[config.mk]
export PLATFORM = sky130hd
export DESIGN_NAME = ring_osc_freq_meter
export DESIGN_NICKNAME = d
export VERILOG_FILES = /design/src/rtl/ring_osc_freq_meter.sv
export SDC_FILE = /design/constraint.sdc
export NUM_CORES = 1
export LEC_CHECK = 0
export ABC_AREA = 1
export CAP_MARGIN = 15
export CORE_UTILIZATION = 45
export DETAILED_ROUTE_END_ITERATION = 7
export PLACE_DENSITY_LB_ADDON = 0.1
export SETUP_SLACK_MARGIN = 0.02
export SYNTH_ARGS = -nofsm -noshare
export SYNTH_HDL_FRONTEND = slang
export SYNTH_SLANG_ARGS = --single-unit
[constraint.sdc]
create_clock -name clk -period 4.3 [get_ports clk]
set_input_delay 1.075 -clock clk [delete_from_list [all_inputs] [get_ports clk]]
set_output_delay 1.075 -clock clk [all_outputs]
set_load 0.01 [all_outputs]
[src/rtl/ring_osc_freq_meter.sv]
// Ring-oscillator frequency meter: counts synchronized rising edges of osc_in over a gate window of clk cycles.
// Optional back-to-back measurement mode is enabled by defining RING_OSC_FREQ_METER_CONT_EN (adds input cont).
module ring_osc_freq_meter #(
  parameter int CNT_W       = 16,
  parameter int GATE_W      = 20,
  parameter int SYNC_STAGES = 2   // must be at least 2
) (
  input  logic              clk,
  input  logic              rst_n,
  input  logic              osc_in,
  input  logic              start,
  input  logic              abort,
  input  logic [GATE_W-1:0] gate_len,
`ifdef RING_OSC_FREQ_METER_CONT_EN
  input  logic              cont,
`endif
  output logic              busy,
  output logic              valid,
  output logic [CNT_W-1:0]  count,
  output logic              ovf
);

  typedef enum logic [1:0] {
    IDLE,
    ARM,
    MEASURE,
    DONE
  } state_t;

  state_t                 state;
  logic [SYNC_STAGES-1:0] sync_q;
  logic                   prev_q;
  logic                   osc_edge;
  logic [GATE_W-1:0]      gate_cnt;
  logic [CNT_W-1:0]       edge_cnt;
  logic                   ovf_flag;

  // osc_in is asynchronous to clk; only the last synchronizer stage is ever looked at.
  always_ff @(posedge clk or negedge rst_n) begin
    if (!rst_n) begin
      sync_q <= '0;
      prev_q <= 1'b0;
    end else begin
      // NOTE: non-blocking assignments let every flop sample the pre-edge values, so the chain shifts one stage per clock.
      sync_q <= {sync_q[SYNC_STAGES-2:0], osc_in};
      prev_q <= sync_q[SYNC_STAGES-1];
    end
  end

  assign osc_edge = sync_q[SYNC_STAGES-1] & ~prev_q;

  always_ff @(posedge clk or negedge rst_n) begin
    if (!rst_n) begin
      state    <= IDLE;
      busy     <= 1'b0;
      valid    <= 1'b0;
      count    <= '0;
      ovf      <= 1'b0;
      gate_cnt <= '0;
      edge_cnt <= '0;
      ovf_flag <= 1'b0;
    end else begin
      case (state)
        IDLE: begin
          if (start) begin
            state <= ARM;
            busy  <= 1'b1;
            valid <= 1'b0;
          end
        end

        ARM: begin
          if (abort) begin
            state <= IDLE;
            busy  <= 1'b0;
            valid <= 1'b0;
          end else begin
            gate_cnt <= (gate_len == '0) ? GATE_W'(1) : gate_len;
            edge_cnt <= '0;
            ovf_flag <= 1'b0;
            valid    <= 1'b0;
            state    <= MEASURE;
          end
        end

        MEASURE: begin
          if (abort) begin
            state <= IDLE;
            busy  <= 1'b0;
            valid <= 1'b0;
          end else begin
            // Saturate rather than wrap, so an overrange reading is never mistaken for a small one.
            if (osc_edge) begin
              if (edge_cnt == '1) ovf_flag <= 1'b1;
              else                edge_cnt <= edge_cnt + CNT_W'(1);
            end
            gate_cnt <= gate_cnt - GATE_W'(1);
            if (gate_cnt == GATE_W'(1)) state <= DONE;
          end
        end

        DONE: begin
          count <= edge_cnt;
          ovf   <= ovf_flag;
          valid <= 1'b1;
`ifdef RING_OSC_FREQ_METER_CONT_EN
          if (cont) begin
            state <= ARM;
          end else begin
            state <= IDLE;
            busy  <= 1'b0;
          end
`else
          state <= IDLE;
          busy  <= 1'b0;
`endif
        end

        default: state <= IDLE;
      endcase
    end
  end

endmodule
=== Yosys cells after proc, flatten, opt, wreduce, memory -nomap -nowiden ===
Index checks and enable logic that the tools add are counted.
Widths: inputs -> output; s select.

* Bits of input ports: 25
* Logic and storage cells: 62
* Output and inout port bits: 19
* Bits in registers: 61

* Reductions and logical operators: 10
* $add $sub $neg: 2
* Bitwise gates (word level): 2
* Multiplexer cells: 24
* Eq/ne operators: 14

{| class="wikitable"
|+ Operators by type and width
! operator !! number
|-
| $mux 16 || 4
|-
| $mux 20 || 3
|-
| $pmux 20 s2 || 1
|-
| $pmux 16 s2 || 1
|-
| $eq 20x1->1 const B || 1
|-
| $logic_not 20->1 || 1
|-
| $sub 20x1->20 const B || 1
|-
| $add 16x1->16 const B || 1
|-
| $eq 16x16->1 const B || 1
|-
| $ne 2x2->1 const B || 7
|-
| $reduce_and 5->1 || 2
|-
| $mux 2 || 4
|-
| $pmux 2 s4 || 1
|-
| $mux 1 || 7
|-
| $reduce_and 2->1 || 3
|-
| $eq 2x2->1 const B || 2
|-
| $pmux 1 s4 || 1
|-
| $ne 3x3->1 const B || 1
|-
| $pmux 1 s3 || 1
|-
| $reduce_and 3->1 || 1
|-
| $eq 2x1->1 const B || 1
|-
| $logic_not 2->1 || 1
|-
| $ne 2x1->1 const B || 1
|-
| $pmux 1 s2 || 1
|-
| 4 further kinds || 4
|}

=== Logic depth before layout (Yosys ltp) ===
Gate-level depths: netlist (run 1).

* Depth in word-level cells: 5
* Mapped depth: 11
* Mapped depth without buffers: 10

=== Worst setup path after synthesis (run 1) ===
Ideal clock, no wire load.

* Path type: input-to-reg
* From: input port abort
* To: register gate_cnt[4]
* Stages: 8
* Buffers on the path: 2
* Required time: 4177 ps
* Library setup time: 123 ps
* Arrival time: 1832 ps
* Path slack: 2345 ps
* Cell sequence: inv_2 -> nand2_2 -> inv_2 -> nor2_4 -> buf_4 -> inv_2 -> buf_6 -> o221a_1

* Longest elaborated chain between the ends: 2
* Elaborated cells between the ends (all ways): 3
* Classes of those cells: eq/ne (2); reduce/logical (1)

{| class="wikitable"
|+ RTL lines
! item !! RTL line !! RTL
|-
| from (decl) || 12 || <nowiki>input logic abort,</nowiki>
|-
| $ne 2x2->1 (no source line) || n/a ||
|-
| $reduce_and 3->1 (no source line) (*) || n/a ||
|-
| to (signal assigned) || 78 || <nowiki>gate_cnt <= (gate_len == '0) ? GATE_W'(1) : gate_len;</nowiki>
|-
| to (signal assigned) || 97 || <nowiki>gate_cnt <= gate_cnt - GATE_W'(1);</nowiki>
|-
| to (decl) || 34 || <nowiki>logic [GATE_W-1:0] gate_cnt;</nowiki>
|}

Every way passes the cells marked *; elsewhere a longest branch is shown, timed or not.
A chain may end at the register's enable or synchronous reset.

=== Worst setup path after layout (run 1) ===
* From: input port abort
* To: register gate_cnt[8]

The elaborated chain is that of the path after synthesis.

==> impl_metrics.yaml, run 1 <==
worst_setup_path:
  path_max_fanout: 20
  critical_path_class: "in2reg"
  worstPathRequired_ns: 4.53
  crit_family: "buffers and inverters"
  crit_path_start_kind: "primary input"
  critPathArrivalTime_ns: 2.88
  cpMaxStageDelayCell: "clkdlybuf4s50_1"
  cpMostUsedCell: "inv_2"
  slowest_delay_ns: 0.61
  crit_chain: "clkdlybuf4s50_1 > inv_2 > nand2_2 > inv_2 > nor2_4 > inv_2 > o21ai_0 > nand2_1 > o21ai_0 > inv_1"
  endpoint_kind: "flop"
  cp_num_buf_inv: 5
synth:
  yosys_warnings: 0
  synth_top_cell_area_share_pct: 42.1
  syn_area_per_cell_sq_um: 7.42
  synth_edf_count: 0
  yosys_register_bits: 61
  syn_nets: 522
  ys_types: 36
  netlist_area_sq_mm: 0.00363
  synth-async-reset-ratio_pct: 100
  yosysSeqAreaShare_pct: 42.1
  yosys_most_used_dff: "dfrtp_1"
  synth_area_leaders: "dfrtp_1, nand2_1, nor2_1, nand3_1, inv_1"
  yosys.area.top_type: "dfrtp_1"
  postSynthCellCount: 489
sta:
  slew_headroom_pct: 38.4
  hold_violations: 0
  max_freq_mhz: 378
  skew_ns: 0.00929
  setup_viol: 0
  worstMarginPinSlew_ns: 0.924
  finalMaxSlewViolations: 0
  rsz0062_at_grt: "no"
  layout_min_cycle_time_ns: 2.65
  tns_ns: 0
  period_share_pct: 61.5
die:
  io_pins: 44
  initial_core_util_pct: 46.7
  core_region_area_sq_mm: 0.00777
  die_y_um: 91.8
  rows: 32
  die_x_um: 91.8
  dieArea_sq_mm: 0.00842
finish:
  antenna_cells: 0
  fin_cells: 640
  layout-drive-gt1-share_pct: 10.0
  layout_commonest_cell: "nand2_1"
  nets: 566
  final_cell_mix: "nand2_1, dfrtp_1, nor2_1"
  area_growth_pct: 18.9
global_routing:
  grt_pass1_wl_mm: 14.6
  grt_pass1_vias: 3143
  grt.overflow.total: 0
  grt_use_total_pct: 22.1
  grt_antenna_before_repair: 0
  grt_max_degree: 42
clock_network:
  cts_tree: "built"
  clk_path_buf_depth: 2
  htreeDepth: 3
  cts_made_buffers: 9
  cts_hold_buf: 0
  root_buffer: "clkbuf_8"
  postCtsSetupBuffers: 0
  cts.sinks: 61
  clk_pin_slew_ns: 0.07
  clk_latency_ns: 0.34
  cts-resized-gates: 0
placed_design:
  dpl.hpwl_mm: 6.26
  gp_congestion: 0.872
  place_inst: 624
  port_buffers: 43
hold_path:
  hold_path.class: "reg2reg"
drt:
  wirelength_mm: 8.40
  drtIter0Drc: 138
  vias_per_cell: 5.02
  vias: 3211
  drtAntennaViolNets: 0
  drc: 0
  drtPass1Iterations: 5
  wire_per_inst_um: 13.1
flow_run:
  maxCapViolations: 0
outcome:
  outcome: "completed"
power:
  power.density_mw_per_mm2: 498
  cellLeakagePower_nw: 1.97
  irDropWorstVdd_uv: 309
## cell type report
cell class / instances / area (sq um)
Clock inverter: 7 / 76.3
Timing Repair Buffer: 45 / 440
Sequential cell: 61 / 1530
Tap cell: 102 / 128
Multi-Input combinational cell: 362 / 1820
Fill cell: 773 / 3450
Inverter: 54 / 203
Clock buffer: 9 / 124
## Yosys cell counts, types with 2 or more instances
| master | number |
|---|---|
| a21oi_1 | 15 |
| o21ai_2 | 11 |
| nand3_1 | 40 |
| o21ai_1 | 7 |
| ha_1 | 8 |
| nand2_2 | 2 |
| o21bai_1 | 4 |
| o21ai_0 | 23 |
| nor2_2 | 3 |
| nand4_1 | 11 |
| o22ai_1 | 2 |
| o211ai_1 | 2 |
| inv_1 | 47 |
| buf_1 | 2 |
| nand2_1 | 149 |
| nor2_1 | 54 |
| buf_8 | 2 |
| buf_2 | 2 |
| inv_2 | 7 |
| xor2_1 | 7 |
| clkbuf_1 | 4 |
| nor3_1 | 5 |
| or2_2 | 4 |
| dfrtp_1 | 61 |
| nor2_4 | 4 |
| a31oi_1 | 3 |
## cell families after synthesis
kind of cell	count (synthesis)	share of synthesized area, %
adders and majority gates	8	2.76
AOI/OAI and AO/OA	69	11.5
DFF	61	42.1
xor gates and xnor gates	7	1.69
buffers and inverters	66	7.83
and+or+nand+nor	278	34.1
## worst register-to-register path, delay by kind of cell, from the launching register on
family	cells	cell delay (ns)
buffers and inverters	5	1.00
AND/OR/NAND/NOR	3	0.61
flip-flops	1	0.40
AO/OA/AOI/OAI	2	0.21
adder cells (fa/ha/maj)	1	0.20
## state kept, by name, indices dropped and copies added, names as in the netlist
| signal | count |
|---|---|
| prev_q | 1 |
| busy | 1 |
| count | 16 |
| gate_cnt | 20 |
| ovf | 1 |
| ovf_flag | 1 |
| edge_cnt | 16 |
| sync_q | 2 |
| valid | 1 |
| state | 2 |
## power breakdown
group | internal, mW | switching, mW | total, mW
clock | 0.269 | 0.247 | 0.516
combinational | 0.275 | 0.535 | 0.809
sequential | 0.701 | 0.123 | 0.823
## routing by layer
metal,vias to the layer above,track usage (%),wire length (um)
met3,10,5.39,309
met1,1469,26.9,3780
met4,0,6.25,138
met2,61,38.8,4180
met5,-,0,0
li1,1671,-,-
## worst paths after layout
kind / start / cells past startpoint / slack [ns] / end
setup / recovery: abort / 10 / 1.65 / gate_cnt[8]
hold / removal: sync_q[0] / 0 / 0.34 / sync_q[1]
setup reg to reg: state[0] / 11 / 1.78 / gate_cnt[8]
hold reg to reg: sync_q[0] / 0 / 0.34 / sync_q[1]
max in group asynchronous: rst_n / 2 / 2.60 / state[0]
min in group asynchronous: rst_n / 1 / 0.86 / count[2]
## per-stage QoR
| step | util, % | power [mW] | cell area (sq um) | hold slack (ns) | setup WS [ns] |
|---|---|---|---|---|---|
| final | 55.5 | 2.15 | 4310 | 0.344 | 1.65 |
| after detailed placement | 53.0 | 1.64 | 4110 | 0.336 | 1.29 |
| after global routing | 55.5 | 2.32 | 4310 | 0.353 | 1.52 |
| after CTS | 55.5 | 2.16 | 4310 | 0.349 | 1.65 |
| after global placement | 53.0 | 1.63 | 4110 | 0.334 | 1.34 |
| after floorplan | - | 1.45 | 3630 | 0.331 | 2.35 |
No activity file was read; power rests on OpenSTA's default activity.
==> run 2, diff against run 1 <==
- clock period: 4.3 -> 2.3 ns (I/O delays scaled with it)
==> run 2 against run 1 <==
Compared with the run above: wire length rose by 3.8%; critical path type is now reg2reg; final cell count rose by 0.94%; core utilization rose by 0.74 points; final area rose by 1.3%.
==> impl_metrics.yaml, run 2 (synthesized netlist as in run 1, its figures left out) <==
power:
  switching_share_pct: 42.0
  power_frac_clock_pct: 23.9
  p_comb_share_pct: 38.8
  seqPwrFrac_pct: 37.3
  irDropWorstVdd_uv: 500
  cellLeakagePower_nw: 2.00
  switchingPower_mw: 1.73
  internal_power_mw: 2.40
  power.density_mw_per_mm2: 945
finish:
  area_growth_pct: 20.5
  final_area_sq_mm: 0.00437
  layout_commonest_cell: "nand2_1"
  largest_register_ffs: 20
  antenna_cells: 0
  fin_util_pct: 56.3
  regMostFlops: "gate_cnt"
  top_regs: "gate_cnt x20, count x16, edge_cnt x16"
  final_cell_mix: "nand2_1, dfrtp_1, nor2_1"
  layout-drive-gt1-share_pct: 11.0
  nets: 572
drt:
  drtIter0Drc: 131
  drtPass1Iterations: 5
  vias_per_cell: 5.10
  wirelength_mm: 8.72
  vias: 3295
  drc: 0
  drtAntennaViolNets: 0
  wire_per_inst_um: 13.5
sta:
  worstMarginPinSlew_ns: 0.633
  rsz0062_at_grt: "no"
  layout_min_cycle_time_ns: 1.85
  skew_ns: 0.0140
  period_share_pct: 80.2
  finalMaxSlewViolations: 0
  timing.hold.ws_ns: 0.240
  max_freq_mhz: 542
  hold_violations: 0
  slew_headroom_pct: 57.8
  setup_ws_ns: 0.455
  tns_ns: 0
  setup_viol: 0
outcome:
  outcome: "completed"
die:
  die_x_um: 91.8
  dieArea_sq_mm: 0.00842
  die_y_um: 91.8
  rows: 32
  initial_core_util_pct: 46.7
  io_pins: 44
  core_region_area_sq_mm: 0.00777
flow_run:
  maxCapViolations: 0
global_routing:
  grt_use_total_pct: 23.0
  grt_max_degree: 62
  grt.overflow.total: 0
  grt_pass1_wl_mm: 15.2
  grt_pass1_vias: 3301
  grt_antenna_before_repair: 0
worst_setup_path:
  worstPathRequired_ns: 2.51
  crit_path_start_kind: "flop"
  r2r_slack_ns: 0.45
  critical_path_class: "reg2reg"
  endpoint_kind: "flop"
  path_max_fanout: 9
  critPathArrivalTime_ns: 2.06
clock_network:
  cts.sinks: 61
  clk_pin_slew_ns: 0.07
  postCtsSetupBuffers: 0
  htreeDepth: 3
  cts_made_buffers: 9
  cts-resized-gates: 0
  clk_latency_ns: 0.34
  cts_hold_buf: 0
  cts_tree: "built"
  root_buffer: "clkbuf_8"
  clk_path_buf_depth: 2
placed_design:
  gp_congestion: 0.922
  port_buffers: 43
  place_area_sq_mm: 0.00417
  place_worst_setup_slack_ns: 0.184
  dpl.hpwl_mm: 6.31
hold_path:
  hold_path.class: "in2async"
-- run 2: cell types whose count changed in the layout (fill, tap and decap cells not counted), sizes merged --
cell,delta
clkinv,-2
buf,+6
clkbuf,+1
clkinvlp,+1
-- run 2: path summary, 6_finish.rpt --
kind                            from            to  cells after the start
max                         state[0]  gate_cnt[15]                      9
min                            rst_n      count[4]                      2
max reg2reg                 state[0]  gate_cnt[15]                      9
min reg2reg                sync_q[0]     sync_q[1]                      0
max in group asynchronous      rst_n  gate_cnt[18]                      2
min in group clk           sync_q[0]     sync_q[1]                      0
-- run 2: critical path, stage by stage, from the launching register on --
cell and delay [ns]:
dfrtp_1 0.40, inv_1 0.10, ha_1 0.23, inv_2 0.20
nor2_8 0.08, nor2_4 0.19, buf_4 0.19, nor2_1 0.05
a31oi_1 0.15, o21ai_0 0.12
-- run 2: final cells by class --
class                           instances  area, sq um
Tap cell                              102          128
Multi-Input combinational cell        362         1820
Clock inverter                          6         62.6
Timing Repair Buffer                   51          498
Clock buffer                           10          138
Fill cell                             755         3400
Sequential cell                        61         1530
Inverter                               54          203
-- run 2: layer usage --
metal	routed length, um	global-route usage (%)	share of wire, %
met1	3810	27.5	44
met2	4340	40.0	50
met4	183	11.2	2.1
met5	0	0	0
met3	383	4.15	4.4
-- run 2: power by group through the flow --
stage               registers [mW]  logic [mW]  clock network [mW]
CTS                           1.54        1.61                1.01
global route                  1.58        1.84                1.05
finish                        1.54        1.60               0.987
detailed placement            1.55        1.60                   0
global placement              1.55        1.57                   0
floorplan                     1.51        1.20                   0
-- run 2: stage by stage --
step           cells  power [mW]
2_1_floorplan    489        2.71
3_3_place_gp     630        3.13
3_5_place_dp     630        3.15
4_1_cts          646        4.15
5_1_grt          646        4.47
6_report         646        4.13
==> run 3, diff against run 2 <==
- clock period: 2.3 -> 1.59 ns (I/O delays scaled with it)
==> run 3 against run 2 <==
Compared with the run above: global-route usage increased by 0.99 points; total power increased by 83%; final cell count increased by 8.8%; sequential share of layout area decreased by 5.0 points; highest routed layer unchanged; largest cell class unchanged; die area unchanged; non-clock buffer count increased by 58; register-to-register slack got worse by 0.50 ns; critical path depth increased by 1; final area increased by 17%; the run now ends with setup timing left; combinational power increased by 130%; critical path type is now in2reg; sequential power increased by 45%; core utilization increased by 9.4 points.
==> impl_metrics.yaml, run 3 (synthesized netlist as in run 1, its figures left out) <==
outcome:
  outcome: "finished with violations"
  violations: "setup timing"
die:
  die_x_um: 91.8
  die_y_um: 91.8
  initial_core_util_pct: 46.7
  dieArea_sq_mm: 0.00842
  io_pins: 44
  rows: 32
  core_region_area_sq_mm: 0.00777
drt:
  drc: 0
  wire_per_inst_um: 14.2
  drtIter0Drc: 107
  drtAntennaViolNets: 0
  drtPass1Iterations: 4
  vias: 3597
  vias_per_cell: 5.12
  wirelength_mm: 9.98
power:
  irDropWorstVdd_uv: 729
  total_power_mw: 7.55
  cellLeakagePower_nw: 2.48
  power.density_mw_per_mm2: 1480
worst_setup_path:
  r2r_slack_ns: -0.05
  path_max_fanout: 7
  reg2reg_depth: 11
  regToRegStartpoint: "state[0]"
  endpoint_kind: "flop"
  r2r_end: "edge_cnt[0]"
  critPathArrivalTime_ns: 1.87
  crit_path_start_kind: "primary input"
  worstPathRequired_ns: 1.82
  critical_path_class: "in2reg"
global_routing:
  grt_max_degree: 62
  grt_pass1_wl_mm: 15.6
  grt_pass1_vias: 3322
  grt_antenna_before_repair: 0
  grt_use_total_pct: 24.0
  grt.overflow.total: 0
clock_network:
  cts_tree: "built"
  root_buffer: "clkbuf_8"
  cts_hold_buf: 0
  htreeDepth: 3
  cts_made_buffers: 9
  clk_pin_slew_ns: 0.08
  cts.sinks: 61
  clk_latency_ns: 0.34
  clk_path_buf_depth: 2
placed_design:
  place_inst: 666
  port_buffers: 43
  dpl.hpwl_mm: 6.91
  gp_congestion: 0.922
  place_worst_setup_slack_ns: -0.296
  place_area_sq_mm: 0.00452
finish:
  final_area_sq_mm: 0.00510
  antenna_cells: 0
  largest_register_ffs: 20
  top_regs: "gate_cnt x20, count x16, edge_cnt x16"
  final_cell_mix: "nand2_1, dfrtp_1, buf_4"
  regMostFlops: "gate_cnt"
  layout_commonest_cell: "nand2_1"
  fin_cells: 703
  register_area_sq_mm: 0.00153
  layout-drive-gt1-share_pct: 25.5
  nFillCells: 677
  multi_input_area_sq_mm: 0.00197
  nets: 630
  area_growth_pct: 40.6
hold_path:
  hold_path.class: "in2async"
flow_run:
  maxCapViolations: 0
sta:
  layout_min_cycle_time_ns: 1.64
  max_freq_mhz: 611
  rsz0062_at_grt: "yes"
  skew_ns: 0.00960
  finalMaxSlewViolations: 0
  period_share_pct: 103
  setup_ws_ns: -0.0472
  setup_viol: 17
  worstMarginPinSlew_ns: 0.380
  slew_headroom_pct: 74.5
  hold_violations: 0
[run 3: worst max path at each step]
stage                      startpoint      endpoint  slack, ns
after floorplan              state[0]  gate_cnt[11]       0.03
final                           abort   edge_cnt[0]      -0.05
after detailed placement        abort      state[0]      -0.30
after CTS                 edge_cnt[0]   edge_cnt[1]       0.02
after global placement          abort      state[0]      -0.27
after global routing         state[0]   edge_cnt[5]      -0.13
[run 3: metrics by stage]
step | setup TNS [ns] | util, % | hold slack (ns)
after CTS | 0 | 60.9 | 0.0683
after floorplan | 0 | - | 0.102
after global placement | -7.38 | 58.2 | 0.335
after global routing | -2.40 | 65.7 | 0.0813
final | -0.491 | 65.7 | 0.0575
after detailed placement | -8.50 | 58.2 | 0.336
[run 3: critical path, stage by stage]
cell	delay, ns
clkdlybuf4s50_1	0.45
buf_4	0.17
nor2_8	0.11
nor2_4	0.06
buf_6	0.11
nor2_4	0.17
nand2_8	0.12
buf_12	0.16
nand2_1	0.07
o21ai_2	0.05
[run 3: routing by layer]
| layer | up-vias | part of all wire (%) | routed length, um | global-route usage, % |
|---|---|---|---|---|
| li1 | 1795 | - | - | - |
| met1 | 1683 | 41 | 4140 | 28.2 |
| met2 | 93 | 52 | 5160 | 42.9 |
| met3 | 26 | 4.1 | 411 | 4.98 |
| met4 | 0 | 2.7 | 269 | 9.24 |
| met5 | - | 0 | 0 | 0 |
[run 3: final cells by class]
class / instances / area share, %
Tap cell: 102 / 2.50
Clock buffer: 10 / 2.70
Timing Repair Buffer: 109 / 20.5
Clock inverter: 5 / 1.47
Sequential cell: 61 / 29.9
Inverter: 54 / 4.22
Multi-Input combinational cell: 362 / 38.7
[run 3: repair_timing]
item / CTS / global route
setup endpoints to repair: 44 / 33
gates cloned: 0 / 2
gates resized for setup: 21 / 61
pin swaps: 1 / 21
hold endpoints to repair: 0 / 0
buffers inserted: 3 / 18
[run 3: power by group]
| part | switching (mW) | total, mW | leakage, nW | internal (mW) |
|---|---|---|---|---|
| Clock | 0.646 | 1.56 | 0.112 | 0.909 |
| Combinational | 1.97 | 3.76 | 1.57 | 1.79 |
| Sequential | 0.340 | 2.24 | 0.796 | 1.89 |
